$ cat config.mk
export PLATFORM = sky130hd
export DESIGN_NAME = trap_ctrl
export DESIGN_NICKNAME = d
export VERILOG_FILES = /design/src/rtl/trap_ctrl.sv
export SDC_FILE = /design/constraint.sdc
export NUM_CORES = 1
export LEC_CHECK = 0
export CORE_ASPECT_RATIO = 0.7
export CORE_MARGIN = 2
export CORE_UTILIZATION = 30
export CTS_BUF_LIST = sky130_fd_sc_hd__clkbuf_8
export CTS_CLUSTER_DIAMETER = 80
export DETAILED_ROUTE_END_ITERATION = 8
export GPL_ROUTABILITY_DRIVEN = 0
export SYNTH_ARGS = -nofsm -noshare
export SYNTH_HDL_FRONTEND = slang
export SYNTH_SLANG_ARGS = --single-unit
$ cat constraint.sdc
create_clock -name clk -period 2.4 [get_ports clk]
set_input_delay 0.48 -clock clk [delete_from_list [all_inputs] [get_ports clk]]
set_output_delay 0.48 -clock clk [all_outputs]
set_load 0.005 [all_outputs]
$ cat src/rtl/trap_ctrl.sv
// Machine-mode trap sequencer: captures ecall, mret or timer interrupt at retire,
// waits for the LSU to drain, pulses the CSR file once and redirects fetch.
module trap_ctrl #(
  parameter int XLEN       = 64,
  parameter int INTR_CAUSE = 7
) (
  input  logic            clk,
  input  logic            rst_n,
  input  logic            i_wb_valid,
  input  logic [XLEN-1:0] i_wb_pc,
  input  logic [XLEN-1:0] i_wb_npc,
  input  logic            i_wb_ecall,
  input  logic            i_wb_mret,
  input  logic            i_lsu_busy,
  input  logic            i_clint_mtip,
  input  logic            i_csr_mstatus_mie,
  input  logic            i_csr_mie_mtie,
  input  logic [XLEN-1:0] i_csr_mtvec,
  input  logic [XLEN-1:0] i_csr_mepc,
  input  logic            i_redirect_ready,
  output logic            o_csr_timer_intr,
  output logic            o_csr_ecall,
  output logic            o_csr_mret,
  output logic [XLEN-1:0] o_csr_trap_pc,
  output logic            o_flush,
  output logic            o_stall_fetch,
  output logic            o_redirect_valid,
  output logic [XLEN-1:0] o_redirect_pc,
  output logic            o_busy
);

  typedef enum logic [1:0] {S_IDLE, S_DRAIN, S_TRAP, S_REDIRECT} state_t;
  typedef enum logic [1:0] {K_NONE, K_ECALL, K_MRET, K_INTR} kind_t;

  localparam logic [XLEN-1:0] VEC_OFF = XLEN'(4 * INTR_CAUSE);

  state_t          state;
  kind_t           kind;
  logic [XLEN-1:0] lpc;
  logic [XLEN-1:0] redirect_pc_q;
  logic            flush_q;

  logic            int_req;
  logic            cap_ecall;
  logic            cap_mret;
  logic            cap_intr;
  logic [XLEN-1:0] mtvec_base;
  logic [XLEN-1:0] target_pc;

  assign int_req    = i_clint_mtip & i_csr_mstatus_mie & i_csr_mie_mtie;
  // ecall beats mret beats interrupt; a losing interrupt waits for the next retire.
  assign cap_ecall  = i_wb_valid & i_wb_ecall;
  assign cap_mret   = i_wb_valid & ~i_wb_ecall & i_wb_mret;
  assign cap_intr   = i_wb_valid & ~i_wb_ecall & ~i_wb_mret & int_req;
  assign mtvec_base = {i_csr_mtvec[XLEN-1:2], 2'b00};

  always_comb begin
    // NOTE: default first so every path assigns target_pc and no latch is inferred.
    target_pc = mtvec_base;
    case (kind)
      K_MRET: target_pc = i_csr_mepc;
      K_INTR: if (i_csr_mtvec[1:0] == 2'b01) target_pc = mtvec_base + VEC_OFF;
      default: ;
    endcase
  end

  // NOTE: non-blocking assignments for all state so every register samples pre-edge values.
  always_ff @(posedge clk or negedge rst_n) begin
    if (!rst_n) begin
      state         <= S_IDLE;
      kind          <= K_NONE;
      lpc           <= '0;
      redirect_pc_q <= '0;
      flush_q       <= 1'b0;
    end else begin
      flush_q <= 1'b0;
      case (state)
        S_IDLE: begin
          if (cap_ecall || cap_mret || cap_intr) begin
            kind    <= cap_ecall ? K_ECALL : (cap_mret ? K_MRET : K_INTR);
            lpc     <= cap_intr ? i_wb_npc : i_wb_pc;
            flush_q <= 1'b1;
            state   <= i_lsu_busy ? S_DRAIN : S_TRAP;
          end
        end
        S_DRAIN: begin
          if (!i_lsu_busy) state <= S_TRAP;
        end
        S_TRAP: begin
          // Target is frozen here so later CSR writes cannot move a pending redirect.
          redirect_pc_q <= target_pc;
          state         <= S_REDIRECT;
        end
        S_REDIRECT: begin
          if (i_redirect_ready) begin
            redirect_pc_q <= '0;
            state         <= S_IDLE;
          end
        end
        default: state <= S_IDLE;
      endcase
    end
  end

  assign o_csr_ecall      = (state == S_TRAP) && (kind == K_ECALL);
  assign o_csr_mret       = (state == S_TRAP) && (kind == K_MRET);
  assign o_csr_timer_intr = (state == S_TRAP) && (kind == K_INTR);
  assign o_csr_trap_pc    = (state == S_TRAP) ? lpc : '0;
  assign o_flush          = flush_q;
  assign o_stall_fetch    = (state != S_IDLE);
  assign o_busy           = (state != S_IDLE);
  assign o_redirect_valid = (state == S_REDIRECT);
  assign o_redirect_pc    = redirect_pc_q;

endmodule
==> flow_summary_export.csv <==
group,metric,value,unit
clock_tree,cts-root-buf,"clkbuf_8",
layout,fill_cells,2654,
yosys,synth.most_common_cell,"nand2_1",
place,post_dp_cell_area,13880,um^2
route,routed_wl,38480,um
setup_path,cp_max_fo,4,
timing,whs,0.4743,ns
yosys,yosysWarnings,0,
worst_hold_path,min_path_cells,2,
global_routing,antenna_found_initial,2,
floorplan,initial_core_util,30.47,%
timing,tightest_slew,0.6720,ns
setup_path,ff2ff_path_depth,9,
route,via_per_inst,5.210,
setup_path,path_buf_inv,1,
yosys,synth_commonest_cells,"nand2_1 (150), dfrtp_1 (133), o21ai_0 (123), and2_1 (69), mux2i_1 (69)",
layout,syn_to_final_growth,70.04,%
clock_tree,clock_tree.buffer_depth,2,
clock_tree,clkSinkCount,133,
setup_path,crit_path_start,"i_csr_mtvec[41]",
global_routing,grtUsageTotal,25.54,%
yosys,syn_area,8477,um^2
route,ant_nets,0,
timing,period_share,97.36,%
timing,clock_skew,0.01690,ns
floorplan,io_pins,401,
setup_path,required,2.76,ns
yosys,synthesis.nets,1275,
power,power.density,883.2,nW/um^2
yosys,synth_edf_count,0,
timing,relSlewSlack,55.09,%
global_routing,grt_max_degree,70,
route,first_iter_violations,618,
clock_tree,clkTransAtPathRegs,0.09,ns
yosys,yosys_register_bits,133,
yosys,yosysSeqAreaShare,39.26,%
floorplan,die_x,204.9,um
layout,drive_gt1_share,14.43,%
clock_tree,cts_buffers,17,
floorplan,die-area,29640,um^2
setup_path,crit_family,"simple AND/OR/NAND/NOR gates",
place,dp_hpwl,29900,um
route,drc,0,
yosys,ys.flop_type,"dfrtp_1",
floorplan,core,27820,um^2
setup_path,cp-start-kind,"input port",
timing,finalCriticalPeriod,2.337,ns
setup_path,critPathArrivalTime,2.70,ns
worst_hold_path,min-delay-start,"lpc[54]",
global_routing,grt_pass1_vias,9373,
route,num_vias,9820,
yosys,synth.avg_cell_area,8.443,um^2
worst_hold_path,min_to,"lpc[54]",
route,drt-pass1-iter-count,5,
yosys,async_flop_share,100.0,%
timing,drv_slew,0,
yosys,synth.distinct_cells,58,
power,ir_drop,421.2,uV
setup_path,r2r-start,"state[1]",
clock_tree,htreeDepth,4,
run_status,status,"complete, no violations",
setup_path,path_class,"in2reg",
floorplan,row_count,51,
timing,hold_viol,0,
layout,stdcell_area,14410,um^2
setup_path,cp_slowest_stage_delay,0.52,ns
global_routing,overflow,0,
flow_run,maxCapViolations,0,
timing,setup_violations,0,
clock_tree,clkLatencyLatePin,0.47,ns
yosys,synthCells,1004,
global_routing,grt_pass1_wl,56170,um
power,power.leakage,0.006682,uW
clock_tree,cts_tree,"built",
setup_path,r2r-end,"o_redirect_pc[63]",
timing,fmax,428.0,MHz
route,avgRoutedWirePerCell,20.41,um
setup_path,cp_slowest_cell,"or3_1",
timing,grt_setup_unrepaired,"true",
yosys,synth_area_leaders,"dfrtp_1 (39%), mux2i_1 (8.1%), o21ai_0 (7.3%)",
yosys,yosysTopAreaCellShare,39.26,%
worst_hold_path,hold_path_class,"reg2reg",
setup_path,path_cells,"clkdlybuf4s50_1 -> nand4_1 -> or3_1 -> nand3b_1 -> nor4_1 -> mux2i_1 -> a211o_1",
yosys,synth_top_cell_by_area,"dfrtp_1",
place,port_buffers,400,
setup_path,r2r_setup_slack,0.12,ns
setup_path,endpoint_kind,"register",
floorplan,die_y,144.6,um
layout,final_net_count,1770,
[timing repair]
item | CTS | global route
hold endpoints to repair | 42 | 0
resized for setup | 75 | 10
hold buffers | 1 | 0
pin swaps | 1 | 1
setup endpoints to repair | 72 | 28
cloned | 0 | 1
setup buffers | 1 | 7
[where the power goes]
part           internal [uW]  switching, uW  leakage (uW)
Sequential              3300            604       0.00165
Clock                   1100           1020      0.000210
Combinational           3360           3350       0.00482
[cell usage in the layout (no fill, tap or decap), types with 8 or more instances in the layout]
cell               n
and3_1             8
mux2i_1           69
buf_4            138
or3_1             10
a21o_1            18
dfrtp_1          132
clkdlybuf4s50_1  332
a32oi_1            8
dlygate4sd2_1     65
o221ai_1          39
xnor2_1           11
inv_1             13
a21oi_1           32
nor3_1            26
o31a_1             8
clkbuf_8          19
nand2_1          150
and2_1            69
nor2b_1            9
buf_12            14
nor2_1            34
nand4_1           28
o21ai_0          122
nor4_1            21
nand3_1           22
[cell families after synthesis]
family / synth area share (%)
compound gates: 21.17
fa+ha+maj: 0.7380
xor+xnor: 1.653
buf+inv: 4.856
flops: 39.26
mux: 8.148
simple gates: 24.18
[worst max-delay path by stage]
stage,slack (ns),endpoint,depth (start not counted)
final,0.06,o_redirect_pc[58],7
after floorplan,0.03,o_redirect_pc[48],10
after global routing,-0.008,o_stall_fetch,4
after CTS,-0.06,o_csr_trap_pc[52],5
after detailed placement,-0.60,o_redirect_pc[62],10
after global placement,-0.49,o_redirect_pc[62],10
[stage by stage]
step           cells  setup TNS [ns]  util (%)  power, uW  setup WS, ns
2_1_floorplan   1004               0         -       6870       0.03067
3_3_place_gp    1841          -12.01     49.90      10590       -0.4855
3_5_place_dp    1841          -13.24     49.90      10680       -0.5969
4_1_cts         1874         -0.1481     51.36      12690      -0.05529
5_1_grt         1883       -0.009348     51.79      13650     -0.007857
6_report        1885               0     51.81      12730       0.06341
[worst min-delay path, stage by stage, from the launching register on]
cell	delay (ns)
dfrtp_1	0.34
nand2_1	0.04
o21ai_0	0.06
[cell type report]
cell class / instances / area, um^2 / area share (%)
inverters: 15 / 58.81 / 0.4080
diodes: 3 / 7.507 / 0.05208
multi-input cells: 776 / 4820 / 33.44
repair buffers: 556 / 5306 / 36.81
well taps: 371 / 464.2 / 3.220
clock inverters: 12 / 166.4 / 1.155
clock buffers: 19 / 261.5 / 1.814
flip-flops and latches: 133 / 3329 / 23.10
[sequential cells by signal (all words and copies together), names as in the netlist]
name	count
state	2
kind	2
lpc	64
o_flush	1
o_redirect_pc	64
[metal layers]
layer	global-route usage (%)	vias to the layer above	wire length (um)
li1	-	4670	-
met1	34.92	4717	17520
met2	38.64	377	16680
met3	7.503	56	3263
met4	8.330	0	1013
met5	0	-	0
Power figures use the tool's default switching activity.
